<file path="src/rtl/sdc_lane_rr_arbiter.sv">
`default_nettype none
// ============================================================================
//  Module      : sdc_lane_rr_arbiter
//  Description : Round-robin arbiter sharing one registered output lane among
//                NUM_REQ valid/ready requesters. A grant is held for a whole
//                burst (up to the beat carrying req_last), so bursts never
//                interleave. The output is a 1-deep register stage that can
//                pass one beat per cycle.
//  Revision    : 1.0 - initial release
// ============================================================================
module sdc_lane_rr_arbiter #(
   parameter int NUM_REQ = 4,
   parameter int IDX_W   = 2,
   parameter int DATA_W  = 4
) (
   input  logic                       clk,
   input  logic                       rst,
   input  logic [NUM_REQ-1:0]         req_valid,
   input  logic [NUM_REQ*DATA_W-1:0]  req_data,
   input  logic [NUM_REQ-1:0]         req_last,
   output logic [NUM_REQ-1:0]         req_ready,
   output logic                       out_valid,
   output logic [DATA_W-1:0]          out_data,
   output logic [IDX_W-1:0]           out_lane,
   output logic                       out_last,
   input  logic                       out_ready,
   output logic                       busy
);

   typedef enum logic [0:0] {
      IDLE = 1'b0,
      LOCK = 1'b1
   } state_t;

   state_t              r_state;
   state_t              w_state_nxt;
   logic [IDX_W-1:0]    r_rr_ptr;
   logic [IDX_W-1:0]    w_rr_ptr_nxt;
   logic [IDX_W-1:0]    r_gnt_idx;
   logic [IDX_W-1:0]    w_gnt_idx_nxt;
   logic [IDX_W-1:0]    w_pick_idx;
   logic [IDX_W-1:0]    w_cand;

   logic                r_out_valid;
   logic [DATA_W-1:0]   r_out_data;
   logic [IDX_W-1:0]    r_out_lane;
   logic                r_out_last;

   logic [DATA_W-1:0]   w_beat_data;
   logic                w_beat_last;
   logic                w_beat_valid;
   logic                w_slot_free;
   logic                w_accept;

   // Pick the first valid requester at or after rr_ptr; walking the offsets
   // from highest to lowest lets the smallest offset win the last write.
   always_comb begin
      w_pick_idx = r_rr_ptr;
      w_cand     = r_rr_ptr;
      for (int k = NUM_REQ - 1; k >= 0; k--) begin
         w_cand = r_rr_ptr + IDX_W'(k);
         if (req_valid[w_cand]) begin
            w_pick_idx = w_cand;
         end
      end
   end

   // Mux the granted requester's beat onto the internal beat bus.
   always_comb begin
      w_beat_data  = '0;
      w_beat_last  = 1'b0;
      w_beat_valid = 1'b0;
      for (int i = 0; i < NUM_REQ; i++) begin
         if (IDX_W'(i) == r_gnt_idx) begin
            w_beat_data  = req_data[i*DATA_W +: DATA_W];
            w_beat_last  = req_last[i];
            w_beat_valid = req_valid[i];
         end
      end
   end

   // The output slot can take a beat when empty or being drained this cycle.
   assign w_slot_free = !r_out_valid || out_ready;
   assign w_accept    = (r_state == LOCK) && !rst && w_beat_valid && w_slot_free;

   // Only the locked requester may see ready, and never while reset is held.
   always_comb begin
      req_ready = '0;
      if ((r_state == LOCK) && !rst) begin
         req_ready[r_gnt_idx] = w_slot_free;
      end
   end

   // Next-state logic: arbitrate in IDLE, release the lock on the last beat.
   always_comb begin
      w_state_nxt   = r_state;
      w_rr_ptr_nxt  = r_rr_ptr;
      w_gnt_idx_nxt = r_gnt_idx;
      case (r_state)
         IDLE: begin
            if (|req_valid) begin
               w_gnt_idx_nxt = w_pick_idx;
               w_state_nxt   = LOCK;
            end
         end
         LOCK: begin
            if (w_accept && w_beat_last) begin
               w_state_nxt  = IDLE;
               w_rr_ptr_nxt = r_gnt_idx + IDX_W'(1);
            end
         end
         default: begin
            w_state_nxt = IDLE;
         end
      endcase
   end

   // Arbiter state register.
   always_ff @(posedge clk) begin
      if (rst) begin
         r_state   <= IDLE;
         r_rr_ptr  <= '0;
         r_gnt_idx <= '0;
      end else begin
         r_state   <= w_state_nxt;
         r_rr_ptr  <= w_rr_ptr_nxt;
         r_gnt_idx <= w_gnt_idx_nxt;
      end
   end

   // Output stage: load on accept (replacing a beat being drained), else empty on out_ready.
   always_ff @(posedge clk) begin
      if (rst) begin
         r_out_valid <= 1'b0;
         r_out_data  <= '0;
         r_out_lane  <= '0;
         r_out_last  <= 1'b0;
      end else if (w_accept) begin
         r_out_valid <= 1'b1;
         r_out_data  <= w_beat_data;
         r_out_lane  <= r_gnt_idx;
         r_out_last  <= w_beat_last;
      end else if (out_ready) begin
         r_out_valid <= 1'b0;
      end
   end

   assign out_valid = r_out_valid;
   assign out_data  = r_out_data;
   assign out_lane  = r_out_lane;
   assign out_last  = r_out_last;
   assign busy      = (r_state == LOCK);

endmodule
`default_nettype wire

</file>
<file path="config.mk">
export PLATFORM = sky130hd
export DESIGN_NAME = sdc_lane_rr_arbiter
export DESIGN_NICKNAME = d
export VERILOG_FILES = /design/src/rtl/sdc_lane_rr_arbiter.sv
export SDC_FILE = /design/constraint.sdc
export NUM_CORES = 1
export LEC_CHECK = 0
export BUFFER_PORTS_ARGS = -buffer_cell sky130_fd_sc_hd__buf_2
export CAP_MARGIN = 20
export CELL_PAD_IN_SITES_DETAIL_PLACEMENT = 0
export CELL_PAD_IN_SITES_GLOBAL_PLACEMENT = 2
export CORE_MARGIN = 2
export CORE_UTILIZATION = 26
export CTS_BUF_LIST = sky130_fd_sc_hd__clkbuf_8
export CTS_CLUSTER_DIAMETER = 40
export DETAILED_ROUTE_END_ITERATION = 7
export PLACE_DENSITY_LB_ADDON = 0.1
export SLEW_MARGIN = 20
export SYNTH_ARGS = -nofsm -noshare
export SYNTH_HDL_FRONTEND = slang
export SYNTH_SLANG_ARGS = --single-unit
</file>
<file path="constraint.sdc">
create_clock -name clk -period 2.2 [get_ports clk]
set_clock_uncertainty 0.2 [all_clocks]
set_input_delay 0.22 -clock clk [delete_from_list [all_inputs] [get_ports clk]]
set_output_delay 0.22 -clock clk [all_outputs]
set_load 0.02 [all_outputs]
</file>
==> impl_metrics.yaml <==
timing:
  hold_viol_final: 0
  period_minus_slack_ns: 2.05
  tns_ns: 0
  rsz0062_at_grt: "false"
  worstMarginPinSlew_ns: 0.682
  fmax_ghz: 0.488
  drv_slew: 0
  setup_viol: 0
  period_share_pct: 93.1
  setup_slack_ns: 0.152
  slew_headroom_pct: 54.1
floorplanning:
  rows: 21
  start_util_pct: 27.4
  die_width_um: 63.7
  num_io_pins: 40
  core_area_um2: 3390
  fp.dieH_um: 63.7
  die_area_um2: 4060
critical_path:
  cp-end-kind: "flop"
  start_kind: "flop"
  crit_cells: 6
  r2r_cells: 6
  arrival_ns: 1.97
  crit_family: "compound AO/OA/AOI/OAI gates"
  path_class: "flop to flop"
  cp.required_ns: 2.12
  cp_cell_sequence: "inv_1 > ha_1 > nand3b_1 > a221oi_2 > o2111ai_4 > mux2_4"
  crit_fanout: 8
  critPathCapture: "r_rr_ptr[1]$_SDFFE_PP0P_"
  r2r_end: "r_rr_ptr[1]$_SDFFE_PP0P_"
  crit_buf_inv: 1
  cpPeakStageDelay_ns: 0.35
  rr_startpoint: "r_gnt_idx[1]$_SDFFE_PP0P_"
  crit_start: "r_gnt_idx[1]$_SDFFE_PP0P_"
  crit_path_top_delay_cell: "dfxtp_1"
  r2r_slack_ns: 0.15
job:
  max_cap_violations: 0
final_layout:
  fin_nets: 197
  multi_input_area_um2: 633
  antennaDiodeCount: 0
  fillCellCount: 373
  areaGrowthSynthToFinish_pct: 39.1
  drive_above_1_share_pct: 36.4
  regArea_um2: 260
cts:
  cts_buffer_depth: 2
  numCtsBuffers: 3
  cts.sinks: 13
  cts_root_buf: "clkbuf_8"
  post_cts_buffers: 0
  htreeDepth: 1
  hold_buffers: 0
  cts_tree: "done"
  clk_pin_slew_ns: 0.06
  ctsResizeCount: 0
  insertion_delay_ns: 0.24
logic_synthesis:
  synth_nets: 148
  ys_seq_elements: 13
  syn_area_um2: 927
  ys_types: 33
  yosysSeqAreaShare_pct: 28.1
  postSynthCellCount: 117
  synth.avg_cell_area_um2: 7.92
  synth_warnings: 0
route:
  wl_per_cell_um: 13.3
  firstDrtPassIters: 4
  wirelength_um: 2800
  vias_per_cell: 4.76
  drc: 0
  num_vias: 1004
  antenna_left: 0
  drtIter0Drc: 26
power:
  pwr_density_cell_nw_per_um2: 519
  p_leak_nw: 0.577
  max-vdd-ir-drop_mv: 0.283
placement:
  pre_cts_slack_ns: 0.0935
  dp_hpwl_um: 2280
  gp_congestion: 0.784
  io_buffers: 39
status:
  status: "complete, no violations"
global_route:
  antenna_found_initial: 0
  grt_max_degree: 14
  grt_pass1_wl_um: 4660
  grt_use_total_pct: 14.5
  grt.overflow.total: 0
  grt_pass1_vias: 1004
worst_hold_path:
  hold_path.class: "input port to flop"
-- layout make-up --
type	instances	share of cell area, %
Multi-Input combinational cell	92	49.1
Timing Repair Buffer	48	20.4
Sequential cell	13	20.2
Tap cell	46	4.46
Clock buffer	3	3.20
Inverter	8	2.33
Clock inverter	1	0.388
-- kinds of logic after synthesis --
kind of cell,count (synthesis),synth area share (%)
and+or+nand+nor,45,28.2
AOI/OAI and AO/OA,41,30.8
DFF,13,28.1
buffers and inverters,12,4.86
adders and majority gates,4,5.40
muxes,2,2.70
-- how the worst min path moves through the flow --
stage                                   from  slack, ns  depth (start not counted)                  endpoint
floorplan                       req_data[14]       0.18                          2  out_data[2]$_SDFFE_PP0P_
global placement    out_lane[0]$_SDFFE_PP0P_       0.26                          2  out_lane[0]$_SDFFE_PP0P_
detailed placement     out_last$_SDFFE_PP0P_       0.27                          2     out_last$_SDFFE_PP0P_
CTS                             req_data[14]       0.04                          3  out_data[2]$_SDFFE_PP0P_
global route                    req_data[14]       0.05                          3  out_data[2]$_SDFFE_PP0P_
finish                          req_data[14]       0.05                          3  out_data[2]$_SDFFE_PP0P_
-- worst register-to-register path: stages (launching register included) --
cell and delay [ns]:
dfxtp_1 0.35, inv_1 0.07, ha_1 0.27, nand3b_1 0.20, a221oi_2 0.31, o2111ai_4 0.20, mux2_4 0.33
-- power by group --
group / leakage [nW] / total [W] / internal, W / switching, W
Combinational: 0.445 / 0.000196 / 0.0000840 / 0.000112
Clock: 0.0255 / 0.000213 / 0.000125 / 0.0000879
Sequential: 0.106 / 0.000261 / 0.000249 / 0.0000117
-- placed cells by master (no fill, tap or decap), types with 2 or more instances in the layout --
master    count
a21oi_1      12
ha_1          4
clkbuf_8      3
inv_1         8
nor3_4        2
nor2_1        5
nand2b_1      2
a311oi_1      4
o21ai_0      10
nor2b_1       7
buf_4         9
nand4_1       2
nand2_1      13
a31oi_1       4
o31ai_1       3
dfxtp_1      13
and2_1        6
buf_2        39
nor3b_1       2
-- registers in the layout (all words and copies together) (netlist names) --
register,count
busy,1
out_lane,2
out_valid,1
r_rr_ptr,2
r_gnt_idx,2
out_last,1
out_data,4
-- Yosys cell counts --
cell	instances	area, µm²
nor3b_1	3	22.5
o221ai_1	1	8.76
nor2b_1	7	43.8
mux2i_1	1	10.0
nand2b_4	1	13.8
nor3_4	1	16.3
a2111o_1	1	11.3
clkbuf_1	4	15.0
a211oi_1	1	7.51
nand4_1	2	12.5
o21ai_2	1	8.76
mux2_4	1	15.0
or3_1	1	6.26
nand2_1	13	48.8
and2_1	6	37.5
o211ai_1	1	7.51
o31ai_1	3	22.5
nand2b_1	2	12.5
nor4_1	1	6.26
o2111ai_4	1	26.3
o21a_1	1	7.51
nor3_1	1	5.00
inv_1	8	30.0
nor3_2	1	10.0
dfxtp_1	13	260
ha_1	4	50.1
a221oi_2	1	15.0
nand3b_1	1	7.51
a311oi_1	4	35.0
nor2_1	5	18.8
a31oi_1	4	25.0
a21oi_1	12	60.1
o21ai_0	10	50.1
-- metrics by stage --
step                instance area [µm²]  power [W]  hold slack, ns  cells  utilization [%]
floorplan                           927   0.000378           0.184    117                -
global placement                   1230   0.000461           0.259    207             36.4
detailed placement                 1230   0.000460           0.267    207             36.4
CTS                                1280   0.000672          0.0426    211             37.7
global route                       1290   0.000708          0.0472    211             38.1
finish                             1290   0.000669          0.0461    211             38.1
-- metal layers --
metal  track usage, %  part of all wire, %  vias up
li1                 -                    -      523
met1             18.1                   45      450
met2             25.7                   49       29
met3             4.46                  5.4        2
met4            0.815                 0.21        0
met5                0                    0        -
Note: power is estimated with default switching activity, not from simulation.
